$ cat config.mk
export PLATFORM = sky130hd
export DESIGN_NAME = reaction_round_sequencer
export DESIGN_NICKNAME = d
export VERILOG_FILES = /design/src/rtl/reaction_round_sequencer.sv
export SDC_FILE = /design/constraint.sdc
export NUM_CORES = 1
export LEC_CHECK = 0
export ABC_AREA = 0
export ABC_CLOCK_PERIOD_IN_PS = 8700
export CAP_MARGIN = 10
export CORE_ASPECT_RATIO = 1.2
export CORE_MARGIN = 8
export CORE_UTILIZATION = 60
export DETAILED_ROUTE_END_ITERATION = 16
export GPL_ROUTABILITY_DRIVEN = 0
export GPL_TIMING_DRIVEN = 0
export PLACE_DENSITY_LB_ADDON = 0.1
export SYNTH_ARGS = -nofsm -noshare
export SYNTH_HDL_FRONTEND = slang
export SYNTH_SLANG_ARGS = --single-unit
$ cat constraint.sdc
create_clock -name clk -period 8.7 [get_ports clk]
set_input_delay 1.74 -clock clk [delete_from_list [all_inputs] [get_ports clk]]
set_output_delay 1.74 -clock clk [all_outputs]
set_load 0.01 [all_outputs]
$ cat src/rtl/reaction_round_sequencer.sv
// Reaction-time game sequencer: random wait, green light, ms timing of the hit,
// best-of-game tracking and high-score load requests.
module reaction_round_sequencer #(
  parameter int ROUNDS       = 3,
  parameter int SCORE_W      = 13,
  parameter int TICK_DIV     = 50000,
  parameter int DELAY_MIN_MS = 1000,
  parameter int DELAY_RBITS  = 11,
  parameter int TIMEOUT_MS   = 8191,
  parameter int SHOW_MS      = 2000
) (
  input  logic               clk,
  input  logic               i_reset,
  input  logic               i_btn_start,
  input  logic               i_btn_hit,
  input  logic               i_btn_clear,
  input  logic [SCORE_W-1:0] i_hs_value,
  output logic               o_led_green,
  output logic               o_led_red,
  output logic [1:0]         o_disp_sel,
  output logic [SCORE_W-1:0] o_disp_value,
  output logic               o_hs_load,
  output logic [SCORE_W-1:0] o_hs_load_data,
  output logic [1:0]         o_round_idx,
  output logic               o_busy
);
  localparam int MW = SCORE_W + 1;
  localparam int PW = (TICK_DIV > 1) ? $clog2(TICK_DIV) : 1;
  localparam logic [SCORE_W-1:0] TIMEOUT_V = SCORE_W'(TIMEOUT_MS);

  typedef enum logic [2:0] {
    S_IDLE, S_ARM, S_WAIT, S_GO, S_FOUL, S_RESULT, S_NEXT, S_DONE
  } state_t;

  state_t r_state, w_state_next;

  logic [2:0]         r_sync1, r_sync2, r_prev;
  logic [2:0]         w_btn_raw, w_btn_edge;
  logic               w_start_edge, w_hit_edge, w_clear_edge;
  logic [15:0]        r_lfsr;
  logic [PW-1:0]      r_presc;
  logic               w_tick;
  logic [MW-1:0]      r_ms, w_ms_inc, r_delay;
  logic               w_delay_hit, w_go_timeout, w_show_done;
  logic [SCORE_W-1:0] r_best, r_t, w_t_new;
  logic [1:0]         r_round;
  logic               w_state_change, w_hs_load_next;
  logic [1:0]         w_disp_sel_next;
  logic [SCORE_W-1:0] w_disp_value_next;

  // Buttons: two-stage synchroniser, then rising-edge detect against the previous level.
  assign w_btn_raw    = {i_btn_clear, i_btn_hit, i_btn_start};
  assign w_btn_edge   = r_sync2 & ~r_prev;
  assign w_start_edge = w_btn_edge[0];
  assign w_hit_edge   = w_btn_edge[1];
  assign w_clear_edge = w_btn_edge[2];

  always_ff @(posedge clk or posedge i_reset) begin
    if (i_reset) begin
      r_sync1 <= 3'b000;
      r_sync2 <= 3'b000;
      r_prev  <= 3'b000;
    end else begin
      r_sync1 <= w_btn_raw;
      r_sync2 <= r_sync1;
      r_prev  <= r_sync2;
    end
  end

  always_ff @(posedge clk or posedge i_reset) begin
    if (i_reset) r_lfsr <= 16'hACE1;
    else         r_lfsr <= {1'b0, r_lfsr[15:1]} ^ (r_lfsr[0] ? 16'hB400 : 16'h0000);
  end

  // Prescaler and ms counter restart on every state change so each state times from its entry.
  assign w_state_change = (w_state_next != r_state);
  assign w_tick         = (r_presc == PW'(TICK_DIV - 1));
  assign w_ms_inc       = r_ms + MW'(1);

  always_ff @(posedge clk or posedge i_reset) begin
    if (i_reset) begin
      r_presc <= '0;
      r_ms    <= '0;
    end else if (w_state_change) begin
      r_presc <= '0;
      r_ms    <= '0;
    end else begin
      r_presc <= w_tick ? '0 : r_presc + PW'(1);
      if (w_tick && (r_ms != '1)) r_ms <= w_ms_inc;
    end
  end

  assign w_delay_hit  = w_tick && (w_ms_inc >= r_delay);
  assign w_go_timeout = w_tick && (w_ms_inc == MW'(TIMEOUT_MS));
  assign w_show_done  = w_tick && (w_ms_inc >= MW'(SHOW_MS));
  assign w_t_new      = w_go_timeout ? TIMEOUT_V : r_ms[SCORE_W-1:0];

  always_ff @(posedge clk or posedge i_reset) begin
    if (i_reset) r_state <= S_IDLE;
    else         r_state <= w_state_next;
  end

  always_comb begin
    w_state_next = r_state;
    case (r_state)
      S_IDLE:   if (w_start_edge) w_state_next = S_ARM;
      S_ARM:    w_state_next = S_WAIT;
      S_WAIT: begin
        if (w_hit_edge)       w_state_next = S_FOUL;
        else if (w_delay_hit) w_state_next = S_GO;
      end
      S_GO:     if (w_hit_edge || w_go_timeout) w_state_next = S_RESULT;
      S_FOUL:   if (w_show_done) w_state_next = S_NEXT;
      S_RESULT: if (w_show_done) w_state_next = S_NEXT;
      S_NEXT:   w_state_next = (r_round == 2'(ROUNDS - 1)) ? S_DONE : S_ARM;
      S_DONE:   if (w_start_edge) w_state_next = S_ARM;
      default:  w_state_next = S_IDLE;
    endcase
    if (w_clear_edge) w_state_next = S_IDLE;
  end

  always_ff @(posedge clk or posedge i_reset) begin
    if (i_reset) begin
      r_round <= 2'd0;
      r_best  <= '1;
      r_t     <= '0;
      r_delay <= '0;
    end else begin
      if (r_state == S_ARM)
        r_delay <= MW'(DELAY_MIN_MS) + MW'(r_lfsr[DELAY_RBITS-1:0]);
      if (w_state_next == S_ARM && (r_state == S_IDLE || r_state == S_DONE)) begin
        r_round <= 2'd0;
        r_best  <= '1;
      end else if (w_state_next == S_ARM && r_state == S_NEXT) begin
        r_round <= r_round + 2'd1;
      end else if (w_state_next == S_IDLE) begin
        r_round <= 2'd0;
      end
      if (r_state == S_GO && w_state_next == S_RESULT) begin
        r_t <= w_t_new;
        if (w_t_new < r_best) r_best <= w_t_new;
      end
      if (r_state == S_WAIT && w_state_next == S_FOUL) r_t <= TIMEOUT_V;
    end
  end

  // A missed game (best still at timeout or unset) never becomes a high score.
  assign w_hs_load_next = (r_state == S_NEXT) && (w_state_next == S_DONE) &&
                          (r_best < TIMEOUT_V) &&
                          ((i_hs_value == '0) || (r_best < i_hs_value));

  always_comb begin
    w_disp_sel_next   = 2'b01;
    w_disp_value_next = r_best;
    case (r_state)
      S_IDLE: begin
        w_disp_sel_next   = 2'b10;
        w_disp_value_next = i_hs_value;
      end
      S_FOUL: begin
        w_disp_sel_next   = 2'b11;
        w_disp_value_next = TIMEOUT_V;
      end
      S_RESULT: begin
        w_disp_sel_next   = 2'b00;
        w_disp_value_next = r_t;
      end
      default: ;
    endcase
  end

  always_ff @(posedge clk or posedge i_reset) begin
    if (i_reset) begin
      o_led_green    <= 1'b0;
      o_led_red      <= 1'b0;
      o_busy         <= 1'b0;
      o_disp_sel     <= 2'b10;
      o_disp_value   <= '0;
      o_hs_load      <= 1'b0;
      o_hs_load_data <= '0;
    end else begin
      o_led_green  <= (r_state == S_GO);
      o_led_red    <= (r_state == S_FOUL);
      o_busy       <= (r_state != S_IDLE);
      o_disp_sel   <= w_disp_sel_next;
      o_disp_value <= w_disp_value_next;
      o_hs_load    <= w_hs_load_next;
      if (w_hs_load_next) o_hs_load_data <= r_best;
    end
  end

  assign o_round_idx = r_round;

endmodule

After elaboration in Yosys (flattened, before gate mapping)
Cells that the tools add are included.
{"block": "word_totals", "inputBits": 18, "out_inout_bits": 34, "regBits": 132, "wordCells": 93}
{"block": "classes", "n_addsub": 4, "n_reduce_logical": 23, "bitwise_logic": 3, "eq_ne": 16, "magnitude_cmp": 5, "muxes": 24}
{"operator": "13-bit two-way mux", "count": 6}
{"operator": "16-bit two-way mux", "count": 3}
{"operator": "13-bit case mux with 3 select lines", "count": 1}
{"operator": "14-bit two-way mux", "count": 2}
{"operator": "13-bit less-than comparator", "count": 2}
{"operator": "3-bit == test (second input constant)", "count": 7}
{"operator": "3-bit two-way mux", "count": 7}
{"operator": "3-bit case mux with 6 select lines", "count": 1}
{"operator": "16-bit by 1-bit adder with 16-bit output (second input constant)", "count": 1}
{"operator": "16-bit == test (second input constant)", "count": 1}
{"operator": "15-bit by 16-bit bitwise XOR with 16-bit output", "count": 1}
{"operator": "14-bit by 1-bit adder with 14-bit output (second input constant)", "count": 1}
{"operator": "14-bit by 13-bit == test with 1-bit output (second input constant)", "count": 1}
{"operator": "14-bit by 11-bit greater-or-equal comparator with 1-bit output (second input constant)", "count": 1}
{"operator": "14-bit greater-or-equal comparator", "count": 1}
{"operator": "14-bit != test (second input constant)", "count": 1}
{"operator": "13-bit logical NOT", "count": 1}
{"operator": "13-bit less-than comparator (second input constant)", "count": 1}
{"operator": "10-bit by 11-bit adder with 12-bit output (first input constant)", "count": 1}
{"operator": "1-bit logical AND", "count": 11}
{"operator": "3-bit by 1-bit == test with 1-bit output (second input constant)", "count": 2}
{"operator": "3-bit by 2-bit == test with 1-bit output (second input constant)", "count": 2}
{"operator": "3-bit logical NOT", "count": 2}
{"operator": "2-bit two-way mux", "count": 3}
{"operator": "other kinds (10)", "count": 15}

Longest topological paths before layout
{"block": "logic_depth", "depth_word": 12, "ltp_mapped": 18, "ltp_nobuf": 15}

Worst setup path before layout
No wires, ideal clock.
{"block": "synth_path", "kind": "input to register", "from": "input i_hs_value[11]", "to": "register o_hs_load_data[0]", "arrival_time_ns": 3.609, "stages": 10, "setup_time_ns": 0.127, "path_buffers": 1, "required_ns": 8.573, "slack_ns": 4.964, "cell_sequence": "inv_1 > ha_1 > a21o_1 > a211o_1 > a211oi_1 > nand2_1 > a31oi_1 > o211ai_4 > buf_6 > mux2_1"}
{"block": "synth_via", "elab_chain_cells": 3, "elab_cells_between_ends": 4, "cone_classes": "1 x order compare; 3 x reduce/logical"}
{"item": "start: declaration", "line_no": "17", "rtl": "input logic [SCORE_W-1:0] i_hs_value,"}
{"item": "13-bit less-than comparator / 13-bit logical NOT (equally long branches)", "line_no": "150", "rtl": "((i_hs_value == '0) || (r_best < i_hs_value));"}
{"item": "1-bit logical OR (*)", "line_no": "150"}
{"item": "1-bit logical AND (*)", "line_no": "149", "rtl": "(r_best < TIMEOUT_V) &&"}
{"item": "end signal: assignment", "line_no": "188", "rtl": "if (w_hs_load_next) o_hs_load_data <= r_best;"}
{"item": "end: declaration", "line_no": "23", "rtl": "output logic [SCORE_W-1:0] o_hs_load_data,"}
Mark *: on every way between the ends. The rest lies on a longest branch, timed or not.
A chain may end at the register's enable or synchronous reset.

Final worst setup path
{"block": "layout_path", "from": "register r_ms[0]", "to": "register r_best[7]"}
{"block": "layout_via", "elab_chain_cells": 12, "elab_cells_between_ends": 23, "cone_classes": "1 x add/sub; 3 x order compare; 3 x eq/ne; 10 x mux; 6 x reduce/logical"}
{"item": "start: declaration", "line_no": "43", "rtl": "logic [MW-1:0] r_ms, w_ms_inc, r_delay;"}
{"item": "start signal: assignment", "line_no": "89", "rtl": "if (w_tick && (r_ms != '1)) r_ms <= w_ms_inc;"}
{"item": "14-bit by 1-bit adder with 14-bit output", "line_no": "78", "rtl": "assign w_ms_inc = r_ms + MW'(1);"}
{"item": "14-bit greater-or-equal comparator / 14-bit by 13-bit == test with 1-bit output (equally long branches)", "line_no": "93, 94"}
{"item": "1-bit logical AND, on equally long branches", "line_no": "93, 94"}
{"item": "3-bit two-way mux / 1-bit logical OR (equally long branches)", "line_no": "110, 112"}
{"item": "3-bit two-way mux, on equally long branches", "line_no": "109, 112"}
{"item": "3-bit case mux with 6 select lines", "line_no": "105", "rtl": "case (r_state)"}
{"item": "3-bit two-way mux", "line_no": "119", "rtl": "if (w_clear_edge) w_state_next = S_IDLE;"}
{"item": "3-bit by 1-bit == test with 1-bit output", "line_no": "131", "rtl": "if (w_state_next == S_ARM && (r_state == S_IDLE || r_state == S_DONE)) begin"}
{"item": "1-bit logical AND", "line_no": "131"}
{"item": "13-bit two-way mux", "line_no": "131"}
{"item": "13-bit two-way mux", "line_no": "141", "rtl": "if (w_t_new < r_best) r_best <= w_t_new;"}
{"item": "13-bit two-way mux (*)", "line_no": "139", "rtl": "if (r_state == S_GO && w_state_next == S_RESULT) begin"}
{"item": "end signal: assignment", "line_no": "141"}
{"item": "end: declaration", "line_no": "45", "rtl": "logic [SCORE_W-1:0] r_best, r_t, w_t_new;"}
Marked as above.

==> out/metrics.cfg <==
[outcome]
outcome = complete, no violations

[routing]
num_vias = 5902
first_iter_violations = 417
firstDrtPassIters = 7
wl_microns = 18700
vias_per_cell = 6.12
drtAntennaViolNets = 0
drc = 0
wl_per_cell_microns = 19.4

[worst_setup_path]
crit_type = flop to flop
max_stage_delay_ps = 390
arrival_ps = 4650
crit_path_max_fanout = 10
crit_chain = ha_1 -> buf_2 -> nand3_1 -> nor4_4 -> xor2_1 -> and4_1 -> buf_4 -> nor2_1 -> inv_1 -> ha_1 -> a21o_1 -> a21o_1 -> a21oi_1 -> a211o_1 -> a41oi_1 -> nor3_4 -> buf_6 -> mux2_1
required_ps = 9030
critPathLaunch = r_ms[0]
critPathSlowestCell = dfrtp_1
end_kind = flop
path_buf_inv = 4
r2r-start = r_ms[0]
startpoint_type = flop
critPathTopFamily = simple AND/OR/NAND/NOR gates

[sta]
worstMarginPinSlew_ps = 965
fin_skew_ps = 8.24
whs_ps = 354
finalSetupViolCount = 0
period_share_pct = 49.6
max_freq_ghz = 0.232
maxSlewViolCount = 0
hold_viol_final = 0
tns_ps = 0
max-slew-margin-rel_pct = 35.1
rsz0062_at_grt = no
layout_min_cycle_time_ps = 4310

[floorplan]
rows = 44
fp.dieH_microns = 138
die_x_microns = 118
die_area_sq_um = 16300
pin_count = 52
design.core.area_sq_um = 12100
initial_utilization_pct = 61.6

[clock_network]
cts_resized = 0
cts-htree-levels = 4
clkLatencyLatePin_ps = 420
hold_buffers = 0
postCtsSetupBuffers = 0
cts.clk_slew.worst_paths_ps = 60
root_buffer = clkbuf_16
clockBufferDepth = 2
clkSinkCount = 130
tritoncts = done
cts-buffers-inserted = 17

[synthesis]
ys_types = 76
syn_inst = 720
yosys_warnings = 0
syn_nets = 779
synth_edf_count = 0
synthFlopType = dfrtp_1
async_flop_share_pct = 100
syn_area_sq_um = 7460
ys_seq_elements = 130
ys_seq_area_share_pct = 44.0
syn_area_per_cell_sq_um = 10.4

[placed_design]
io_buffers = 51
dp_hpwl_microns = 13400

[finish]
fin_nets = 850
final_common_cell = dfrtp_1
nFillCells = 866
regArea_sq_um = 3280
most-common-layout-cells = dfrtp_1 (108), clkdlybuf4s50_1 (51), inv_1 (49)
n_antenna_cell = 0
multiInputGateArea_sq_um = 3720
layout-drive-gt1-share_pct = 16.7
final_core_util_pct = 72.9
syn2layout_area_growth_pct = 18.4

[worst_hold_path]
holdCritStartpoint = r_sync1[2]
hold_class = flop to flop

[power]
power_density_nw_per_um2 = 204
p_leak_nw = 4.10
total_power_w = 0.00180
max-vdd-ir-drop_mv = 0.135

[job]
maxCapViolations = 0

[global_routing]
grt_max_degree = 72
first_global_vias = 6109
grtUsageTotal_pct = 23.1
grt-ovfl-total = 0
grt_pass1_wl_microns = 30400
antenna_found_initial = 0

where the power goes:
group | internal [W] | switching (W)
registers | 0.000685 | 0.0000423
clock network | 0.000482 | 0.000273
logic | 0.000137 | 0.000181
synthesized netlist by cell type (3+ instances only):
master,n,area share [%]
nor3_2,11,1.5
nand4_1,19,1.6
clkbuf_1,25,1.3
inv_1,50,2.5
buf_6,6,0.91
dfstp_2,22,7.8
o21ai_0,32,2.1
and4_1,3,0.35
ha_1,41,6.9
o22ai_1,28,2.3
a21oi_1,27,1.8
a211oi_1,5,0.50
and3_1,8,0.67
xnor2_1,16,1.9
nand2b_1,3,0.25
a21o_1,10,1.0
or4_1,4,0.40
buf_4,6,0.60
a211o_1,4,0.47
a22oi_1,5,0.50
nor2b_1,5,0.42
buf_2,12,0.81
a31oi_1,5,0.42
xor2_1,30,3.5
nand2_1,48,2.4
and2_1,4,0.34
o21a_1,4,0.40
nor3_1,17,1.1
mux2i_1,14,1.9
nand3_1,14,0.94
nor2_1,38,1.9
dfrtp_1,108,36
mux2_1,20,3.0
nor4_2,19,3.2
nor4_1,5,0.42
path summary, 6_finish.rpt:
path                                         to  slack, ps  cells after the start
worst max-delay path                  r_best[7]       4390                     18
max in group asynchronous             r_best[5]       6130                      3
min in group asynchronous       o_disp_value[7]       1780                      2
worst max register to register        r_best[7]       4390                     18
worst min register to register       r_sync2[2]        350                      0
worst min-delay path                 r_sync2[2]        350                      0
cell families (layout without fill, tap and decap cells):
| family | count (synthesis) | count (layout) | share of synthesized area, % |
|---|---|---|---|
| compound gates | 147 | 147 | 13.5 |
| xor+xnor | 46 | 46 | 5.40 |
| fa+ha+maj | 41 | 41 | 6.88 |
| buf+inv | 100 | 184 | 6.14 |
| flops | 130 | 130 | 44.0 |
| mux | 34 | 34 | 4.90 |
| simple gates | 222 | 222 | 19.2 |
per-layer routing:
| metal | track usage, % | share of wire [%] | up-vias |
|---|---|---|---|
| met5 | 0 | 0 | - |
| met4 | 13.3 | 4.3 | 0 |
| met3 | 4.60 | 5.2 | 61 |
| met2 | 40.9 | 51 | 206 |
| met1 | 25.1 | 40 | 2897 |
| li1 | - | - | 2738 |
flip-flops by register name, indices dropped and copies added (netlist names), 12 cells and up:
| register | count |
|---|---|
| o_disp_value | 13 |
| o_hs_load_data | 13 |
| r_best | 13 |
| r_delay | 12 |
| r_lfsr | 16 |
| r_ms | 14 |
| r_presc | 16 |
| r_t | 13 |
per-stage QoR:
| step | worst slack [ps] | cells | area (sq um) |
|---|---|---|---|
| after floorplan | 3530 | 720 | 7460 |
| after global placement | 1950 | 932 | 8170 |
| after detailed placement | 4180 | 933 | 8200 |
| after CTS | 4450 | 965 | 8830 |
| after global routing | 4240 | 965 | 8830 |
| final | 4390 | 965 | 8830 |
area by class of cell:
type,count,area share (%)
multi-input combinational,490,42.1
clock inverter,11,1.70
clock buffer,21,5.44
inverter,51,2.22
tap,161,2.28
sequential,130,37.1
buffer,49,3.02
timing repair buffer,52,6.09
Note: power is estimated with default switching activity, not from simulation.
==> RTL change: new RTL, same settings <==
The 8 states of `state_t` get a Gray code encoding in 3 bits.
--- a/src/rtl/reaction_round_sequencer.sv
+++ b/src/rtl/reaction_round_sequencer.sv
@@ -29,7 +29,7 @@
   localparam logic [SCORE_W-1:0] TIMEOUT_V = SCORE_W'(TIMEOUT_MS);
 
   typedef enum logic [2:0] {
-    S_IDLE, S_ARM, S_WAIT, S_GO, S_FOUL, S_RESULT, S_NEXT, S_DONE
+    S_IDLE = 3'b000, S_ARM = 3'b001, S_WAIT = 3'b011, S_GO = 3'b010, S_FOUL = 3'b110, S_RESULT = 3'b111, S_NEXT = 3'b101, S_DONE = 3'b100
   } state_t;
 
   state_t r_state, w_state_next;
Behaviour: same outputs for any inputs over 10 cycles, from zero or initial values and one cycle with i_reset high; not proved beyond that.
==> RTL change against the original RTL <==
- clock skew is 0.0013 ns lower
- area after synthesis is 6.5% lower
- sequential cell count stayed put
- worst setup slack worse by 0.33 ns
- design area is 4.5% lower
- critical path type unchanged
- count of clock-buffer cells in the layout is the same
- critical endpoint is now r_best[9]$_DFF_PP1_
- global-route usage fell by 0.069 points
- wire length shrank 7.5%
Power is not compared: it rests on default switching activity, and its combinational part moved more than twofold at a synthesized area within 25%.
==> RTL change: results (changes against the original RTL) <==
{| class="wikitable"
! Metric !! Value
|-
| Placed cell count || 888 (was 933)
|-
| Share of layout cells above drive strength 1 || 0.130 (was 0.167)
|-
| Via density per instance || 6.11 (was 6.12)
|-
| Peak Freq || 215 MHz (was 232 MHz)
|-
| Number of multi-input logic gates || 448 (was 490)
|-
| Average cell area after synthesis || 10.3 sq um (was 10.4 sq um)
|-
| Post-synth net total || 738 (was 779)
|-
| Largest net degree at the start of global routing || 103 (was 72)
|-
| Length in cells of the worst reg-to-reg path || 16 (was 18)
|-
| Filler cell count in the final layout || 807 (was 866)
|-
| Leading post-synthesis cells by instance count || sky130_fd_sc_hd__dfrtp_1 (108), sky130_fd_sc_hd__inv_1 (51), sky130_fd_sc_hd__nand2_1 (42) (was sky130_fd_sc_hd__dfrtp_1 (108), sky130_fd_sc_hd__inv_1 (50), sky130_fd_sc_hd__nand2_1 (48))
|-
| Final cell count without fillers || 920 (was 965)
|-
| Fraction of cell area in non-clock buffers || 0.0903 (was 0.0911)
|-
| Overall track demand over capacity in global routing || 0.230 (was 0.231)
|-
| Layout buffer count excluding clock buffers || 102 (was 101)
|-
| Final hold slack || 0.350 ns (was 0.354 ns)
|-
| Fraction of met1 tracks used by global routing || 0.245 (was 0.251)
|-
| Crit path largest cell delay || 0.52 ns (was 0.39 ns)
|-
| Total Nets Final || 809 (was 850)
|-
| Placed cell areas || 7710 sq um (was 8200 sq um)
|-
| Cell type of the slowest stage on the worst timing path || sky130_fd_sc_hd__o41ai_2 (was sky130_fd_sc_hd__dfrtp_1)
|-
| Status || completed (unchanged)
|-
| Worst hold endpoint || r_sync2[1]$_DFF_PP0_ (was r_sync2[2]$_DFF_PP0_)
|-
| Min-delay src || r_sync1[1]$_DFF_PP0_ (was r_sync1[2]$_DFF_PP0_)
|-
| DRT Wirelength || 17300 um (was 18700 um)
|}
-- RTL change: cell count changes in the layout (fill, tap and decap cells not counted), sizes merged, moves of 7 or more --
cell	before	now
mux2i	14	25
nand2	49	42
a21oi	27	18
o221ai	0	13
clkbuf	46	54
nand4	21	12
o22a	0	12
buf	25	18
xnor2	16	31
o22ai	28	2
xor2	30	15
-- RTL change: kinds of logic after synthesis --
logic type / count (synthesis) / synth area share
compound gates: 119 / 0.121
xor+xnor: 46 / 0.0578
fa+ha+maj: 41 / 0.0735
buf+inv: 101 / 0.0596
flops: 130 / 0.470
mux: 39 / 0.0585
simple gates: 203 / 0.159
-- RTL change: per-layer routing --
layer	vias to the layer above	part of all wire
met3	73	0.052
li1	2570	-
met1	2766	0.39
met4	0	0.050
met5	-	0
met2	208	0.51
-- RTL change: where the power goes --
part	internal [mW]	switching, mW
Sequential	0.767	0.130
Combinational	0.340	0.426
Clock	0.600	0.261
Total	1.71	0.817
